`src/rtl/gearbox_pkg.sv`:
```
// Shared constants, state encoding and helpers for the 66b->16b transmit gearbox.
package gearbox_pkg;

  localparam int DATA_W       = 64;
  localparam int HDR_W        = 2;
  localparam int OUT_W        = 16;
  localparam int BLK_W        = DATA_W + HDR_W;
  localparam int BUF_W        = OUT_W - 1 + BLK_W;
  localparam int LVL_W        = 7;
  localparam int CNT_W        = 6;
  localparam int BLK_PER_CYC  = 8;
  localparam int WORD_PER_CYC = 33;

  localparam logic [LVL_W-1:0] OUT_LVL   = 7'd16;
  localparam logic [LVL_W-1:0] BLK_LVL   = 7'd66;
  localparam logic [LVL_W-1:0] ROOM_LVL  = 7'd15;
  localparam logic [CNT_W-1:0] CNT_LAST  = 6'd32;

  typedef logic [1:0] state_t;
  localparam state_t ST_IDLE  = 2'd0;
  localparam state_t ST_RUN   = 2'd1;
  localparam state_t ST_DRAIN = 2'd2;

  function automatic logic [LVL_W-1:0] lvl_after_pop(input logic [LVL_W-1:0] lvl);
    logic [LVL_W-1:0] res;
    if (lvl >= OUT_LVL) res = lvl - OUT_LVL;
    else res = lvl;
    return res;
  endfunction

endpackage

```
`src/rtl/gearbox_shift_buf.sv`:
```
// Bit accumulator for the gearbox: pops the oldest 16 bits and appends a 66b block
// directly above whatever remains; owns the fill level.
module gearbox_shift_buf
  import gearbox_pkg::*;
(
  input  logic             clk,
  input  logic             rst_n,
  input  logic             pop,
  input  logic             push,
  input  logic [BLK_W-1:0] blk,
  output logic [OUT_W-1:0] head,
  output logic [LVL_W-1:0] level
);

  logic [BUF_W-1:0] data_r;
  logic [BUF_W-1:0] data_next_s;
  logic [LVL_W-1:0] level_r;
  logic [LVL_W-1:0] base_s;
  logic [LVL_W-1:0] level_next_s;

  // A pop with fewer than 16 bits left empties the buffer; bits above level are always zero.
  always_comb begin
    data_next_s  = data_r;
    base_s       = level_r;
    level_next_s = level_r;
    if (pop) begin
      data_next_s = data_r >> OUT_W;
      base_s      = (level_r >= OUT_LVL) ? (level_r - OUT_LVL) : 7'd0;
    end else begin
      base_s = level_r;
    end
    if (push) begin
      data_next_s  = data_next_s | ({{(BUF_W-BLK_W){1'b0}}, blk} << base_s);
      level_next_s = base_s + BLK_LVL;
    end else begin
      level_next_s = base_s;
    end
  end

  // Buffer and level registers.
  always_ff @(posedge clk or negedge rst_n) begin
    if (!rst_n) begin
      data_r  <= '0;
      level_r <= 7'd0;
    end else begin
      data_r  <= data_next_s;
      level_r <= level_next_s;
    end
  end

  assign head  = data_r[OUT_W-1:0];
  assign level = level_r;

endmodule

```
`src/rtl/gearbox_tx_sched.sv`:
```
// Transmit scheduler for the 66b->16b gearbox: block handshake, run/drain control,
// 33-word alignment counter and registered word output.
module gearbox_tx_sched
  import gearbox_pkg::*;
(
  input  logic              clk,
  input  logic              rst_n,
  input  logic              en,
  input  logic              in_valid,
  output logic              in_ready,
  input  logic [HDR_W-1:0]  in_syn,
  input  logic [DATA_W-1:0] in_data,
  output logic [OUT_W-1:0]  op,
  output logic              op_valid,
  output logic              sof,
  output logic              underrun,
  output logic [LVL_W-1:0]  level
);

  state_t           state_r;
  state_t           state_next_s;
  logic [CNT_W-1:0] cnt_r;
  logic [OUT_W-1:0] head_s;
  logic             full_s;
  logic             emit_s;
  logic             acc_s;

  assign full_s   = (level >= OUT_LVL);
  assign in_ready = (state_r == ST_RUN) && (lvl_after_pop(level) <= ROOM_LVL);
  assign acc_s    = in_valid && in_ready;

  // Word emission: full words in RUN and DRAIN, plus the zero-padded residue in DRAIN.
  always_comb begin
    emit_s = 1'b0;
    case (state_r)
      ST_RUN:   emit_s = full_s;
      ST_DRAIN: emit_s = (level != 7'd0);
      default:  emit_s = 1'b0;
    endcase
  end

  // Run/drain control; en is only sampled again once the drain reaches IDLE.
  always_comb begin
    state_next_s = state_r;
    case (state_r)
      ST_IDLE:  state_next_s = en ? ST_RUN : ST_IDLE;
      ST_RUN:   state_next_s = en ? ST_RUN : ST_DRAIN;
      ST_DRAIN: state_next_s = (level == 7'd0) ? ST_IDLE : ST_DRAIN;
      default:  state_next_s = ST_IDLE;
    endcase
  end

  gearbox_shift_buf u_buf (
    .clk   (clk),
    .rst_n (rst_n),
    .pop   (emit_s),
    .push  (acc_s),
    .blk   ({in_data, in_syn}),
    .head  (head_s),
    .level (level)
  );

  // State, alignment counter and output registers.
  always_ff @(posedge clk or negedge rst_n) begin
    if (!rst_n) begin
      state_r  <= ST_IDLE;
      cnt_r    <= 6'd0;
      op       <= 16'h0000;
      op_valid <= 1'b0;
      sof      <= 1'b0;
      underrun <= 1'b0;
    end else begin
      state_r  <= state_next_s;
      op_valid <= emit_s;
      sof      <= emit_s && (cnt_r == 6'd0);
      underrun <= (state_r == ST_RUN) && !full_s;
      if (emit_s) op <= head_s;
      if ((state_r == ST_IDLE) && en) cnt_r <= 6'd0;
      else if (emit_s) cnt_r <= (cnt_r == CNT_LAST) ? 6'd0 : (cnt_r + 6'd1);
    end
  end

endmodule

```
`config.mk`:
```
export PLATFORM = sky130hd
export DESIGN_NAME = gearbox_tx_sched
export DESIGN_NICKNAME = d
export VERILOG_FILES = /design/src/rtl/gearbox_pkg.sv /design/src/rtl/gearbox_shift_buf.sv /design/src/rtl/gearbox_tx_sched.sv
export SDC_FILE = /design/constraint.sdc
export NUM_CORES = 1
export LEC_CHECK = 0
export CAP_MARGIN = 20
export CORE_UTILIZATION = 60
export DETAILED_ROUTE_END_ITERATION = 8
export MAX_ROUTING_LAYER = met4
export PLACE_DENSITY = 0.92
export RECOVER_POWER = 50
export SLEW_MARGIN = 15
export SYNTH_ARGS = -nofsm -noshare
export SYNTH_HDL_FRONTEND = slang
export SYNTH_SLANG_ARGS = --single-unit
```
`constraint.sdc`:
```
create_clock -name clk -period 3.95 [get_ports clk]
set_clock_uncertainty 0.05 [all_clocks]
set_input_delay 0.79 -clock clk [delete_from_list [all_inputs] [get_ports clk]]
set_output_delay 0.79 -clock clk [all_outputs]
set_load 0.03 [all_outputs]
```
==> impl_results.md <==
* Status: finished, violations left
* Failing checks: capacitance limit, slew limit
* Commonest non-fill, non-tap cell in the layout: nand2_1
* #FFs+latches synth at ~120
* Compound-cell area share of the yosys netlist at about a third
* Setup bufs post-CTS at 0
* Leakage at approximately 5.6 nW
* Total Routing Usage GR at 49.6%
* Worst vdd ir at around 0.49 mV
* Crit path DAT at roughly 4.0 ns
* DRT Wirelength at ~47 mm
* GPL Wtd Cong at about 1.1
* Worst path top cell family by delay: simple AND/OR/NAND/NOR gates
* Cell area after layout at about 13,000 um2
* Power Density at 985 nW/um2
* Slowest stage delay, CP at about 0.54 ns
* Initial core utilization at a little over 60%
* Die Height at about 140 um
* Critical-path top delay cell: a32oi_1
* Root buf cell: clkbuf_16
* Synth Area in Adders at 1.19%
* Setup violations, final at 0
* Hold Path Class: reg2reg
* Mux cell area share after synthesis at ~15%
* Drt wl/cell at approximately 27 um
* Drt initial violations at between 2,000 and 2,500
* Drt via density at approximately 7.7
* Worst-Skew Late Latency at ~0.42 ns
* Clock transition at the registers of the reported paths at around 0.060 ns
* Dpl cell area at 12,900 um2
* Worst-Margin Slew at ~1.9 ns
* Core Area at ~19,000 um2
* Main combinational cell family by area after synthesis: compound AO/OA/AOI/OAI gates
* # rows at 50
* Vias at between 10,000 and 15,000
* Final Critical Period at around 3.8 ns
* CP endpoint kind: register
* Final period util at about 96%
* GRT overflow at 0
* Port Buffers at between 90 and 100
* Largest net degree at the start of global routing at 75
* Slew Limit Fails at between 70 and 80
* CTS Hold Bufs at 0
* CP startpoint kind: register
* Multi-input combinational cell area at roughly 8000 um2
* Slew HR at -26.7%
* Commonest non-fill, non-tap cells in the layout: nand2_1, dfrtp_1, nor2_1
* Max Fanout on Critical Path at 18
* Worst path bufs/invs at 2
* Initial antenna violation count at 1
* Syn Nets at 1,511
* Residual DRC at 0
* Yosys warns at 0
* DP Wirelength at around 34 mm
* PostCTS Resize Cnt at 0
* Dpl cells at around 1,700
* Global-route wire length before repair at 73.4 mm
* Avg Inst Size Synth at slightly above 8 um2
* Finished Layout Cells at between 1,500 and 2,000
* Crit path kind: reg2reg
* Num ports at 97
* FF/Latch Area at 2880 um2
* Data required time of the critical path at 4.16 ns
* Die Wd at between 100 and 150 um
* Area grow syn2layout at 16.8%
* RSZ-0062 raised after global routing: no
* Cell repeated most along the worst path: a32oi_1
* TritonCTS clock tree: yes
* Worst path cell trace: inv_1 -> ha_1 -> buf_4 -> nor4b_4 -> nand2_1 -> or3_1 -> a32oi_1 -> a21oi_1 -> a32oi_1 -> o221ai_1
* Clock Tree Buf Depth at 2
* Netlist area before placement at 11,500 um2
* Final hold vios at 0
* Predominant post-synthesis flop cell: dfrtp_1
* Vias in the first global route at around 13,000
* DRT Pass-1 Iters at 7
* ANT nets after route at 0
* Share of cells above drive strength 1 at about 14%
* Nets at ~1,600
* Synth Instances at 1,430
* Total power at around 13 mW
* Fmax at 264 MHz
* Sum Neg Setup Slack at 0 ns
* Die area at 19,800 um2
* Post-synth EDFFs at 0
* Fillers at 1,514
* Unique masters post-synth at 85
* Htree depth at 4
* CTS Buf Count at 17
* Xor/xnor share of the synthesized area at less than 1%
* Max Cap Viol at 1
* Ys async rst share at 100%
* Simple-gate share of the synthesized area at 19.5%
* Register area share after synthesis at approximately 25%
* Clock sinks at approximately 120
==> metal layers <==
layer | global-route usage [%] | wire length, um | vias to the layer above | share of wire, %
met5 | - | 0 | - | 0
met4 | 25.9 | 2880 | 0 | 6.1
met3 | 12.9 | 5690 | 273 | 12
met2 | 75.1 | 21000 | 1134 | 44
met1 | 60.8 | 17700 | 6314 | 37
li1 | - | - | 5668 | -
==> synth_stat cells (6+ instances only) <==
cell type | number | area, um2
a2111o_1 | 15 | 169
a2111oi_0 | 10 | 87.6
a211oi_1 | 39 | 293
a21o_1 | 9 | 67.6
a21oi_1 | 49 | 245
a221oi_1 | 10 | 87.6
a22oi_1 | 12 | 90.1
a2bb2oi_1 | 6 | 52.6
a31o_2 | 7 | 61.3
a31oi_1 | 15 | 93.8
a32oi_1 | 14 | 123
and2_1 | 26 | 163
and3_1 | 12 | 75.1
buf_1 | 14 | 52.6
buf_2 | 45 | 225
clkbuf_1 | 77 | 289
dfrtp_1 | 115 | 2880
ha_1 | 11 | 138
inv_1 | 24 | 90.1
mux2_2 | 44 | 495
mux2i_1 | 103 | 1030
mux4_2 | 9 | 203
nand2_1 | 168 | 631
nand3_1 | 67 | 335
nand4_1 | 36 | 225
nor2_1 | 110 | 413
nor2b_1 | 6 | 37.5
nor3_1 | 17 | 85.1
nor3b_1 | 11 | 82.6
o2111ai_1 | 11 | 96.3
o211a_1 | 23 | 230
o211ai_1 | 74 | 556
o21a_1 | 6 | 45.0
o21ai_0 | 39 | 195
o221ai_1 | 18 | 158
o22ai_1 | 39 | 244
o311a_1 | 6 | 60.1
o311ai_0 | 8 | 70.1
o31ai_1 | 14 | 105
xnor2_1 | 7 | 61.3
==> worst register-to-register path: stages (launching register included) <==
cell and delay [ns]:
dfrtp_1 0.38, inv_1 0.08, ha_1 0.29, buf_4 0.16, nor4b_4 0.40, nand2_1 0.50
or3_1 0.51, a32oi_1 0.54, a21oi_1 0.15, a32oi_1 0.35, o221ai_1 0.22
==> layout make-up <==
cell class                      instances  share of cell area, %
Antenna cell                            1                 0.0186
Clock buffer                           17                   3.15
Clock inverter                         15                   1.10
Inverter                               25                  0.696
Multi-Input combinational cell       1146                   59.3
Sequential cell                       115                   21.4
Tap cell                              234                   2.17
Timing Repair Buffer                  178                   12.2
==> cells by family (layout without fill, tap and decap cells) <==
family	count (synthesis)	in the layout
buffers and inverters	169	235
DFF	115	115
AOI/OAI and AO/OA	489	489
xor gates and xnor gates	9	9
other	0	1
adders and majority gates	11	11
muxes	157	157
and+or+nand+nor	480	480
==> registers in the layout, indices dropped and copies added, names as in the netlist <==
register      flops
cnt_r             6
op               16
op_valid          1
sof               1
state_r           2
u_buf.data_r     81
u_buf.level       7
underrun          1
==> per-stage QoR <==
step / hold slack (ns) / util (%) / setup WS (ns)
floorplan: 0.388 / - / 0.637
global placement: 0.400 / 68.9 / 0.458
detailed placement: 0.408 / 68.9 / 0.383
CTS: 0.419 / 71.9 / 0.213
global route: 0.447 / 71.9 / 0.0610
finish: 0.417 / 71.9 / 0.157
==> final timing paths <==
kind                            slack [ns]                         end                  from  depth (start not counted)
worst max-delay path                  0.16  u_buf.data_r[43]$_DFF_PN0_  state_r[0]$_DFF_PN0_                         10
max in group asynchronous             1.07           op[9]$_DFFE_PN0P_                 rst_n                          2
worst min register to register        0.42          op[13]$_DFFE_PN0P_    op[13]$_DFFE_PN0P_                          2
worst min-delay path                  0.42          op[13]$_DFFE_PN0P_    op[13]$_DFFE_PN0P_                          2
worst max register to register        0.16  u_buf.data_r[43]$_DFF_PN0_  state_r[0]$_DFF_PN0_                         10
min in group asynchronous             0.84        cnt_r[5]$_DFFE_PN0P_                 rst_n                          1
==> power by group <==
group,switching (mW),total (mW),internal [mW]
Combinational,6.41,9.76,3.34
Clock,0.660,1.54,0.884
Sequential,0.321,1.98,1.66
(Power assumes the default switching activity.)
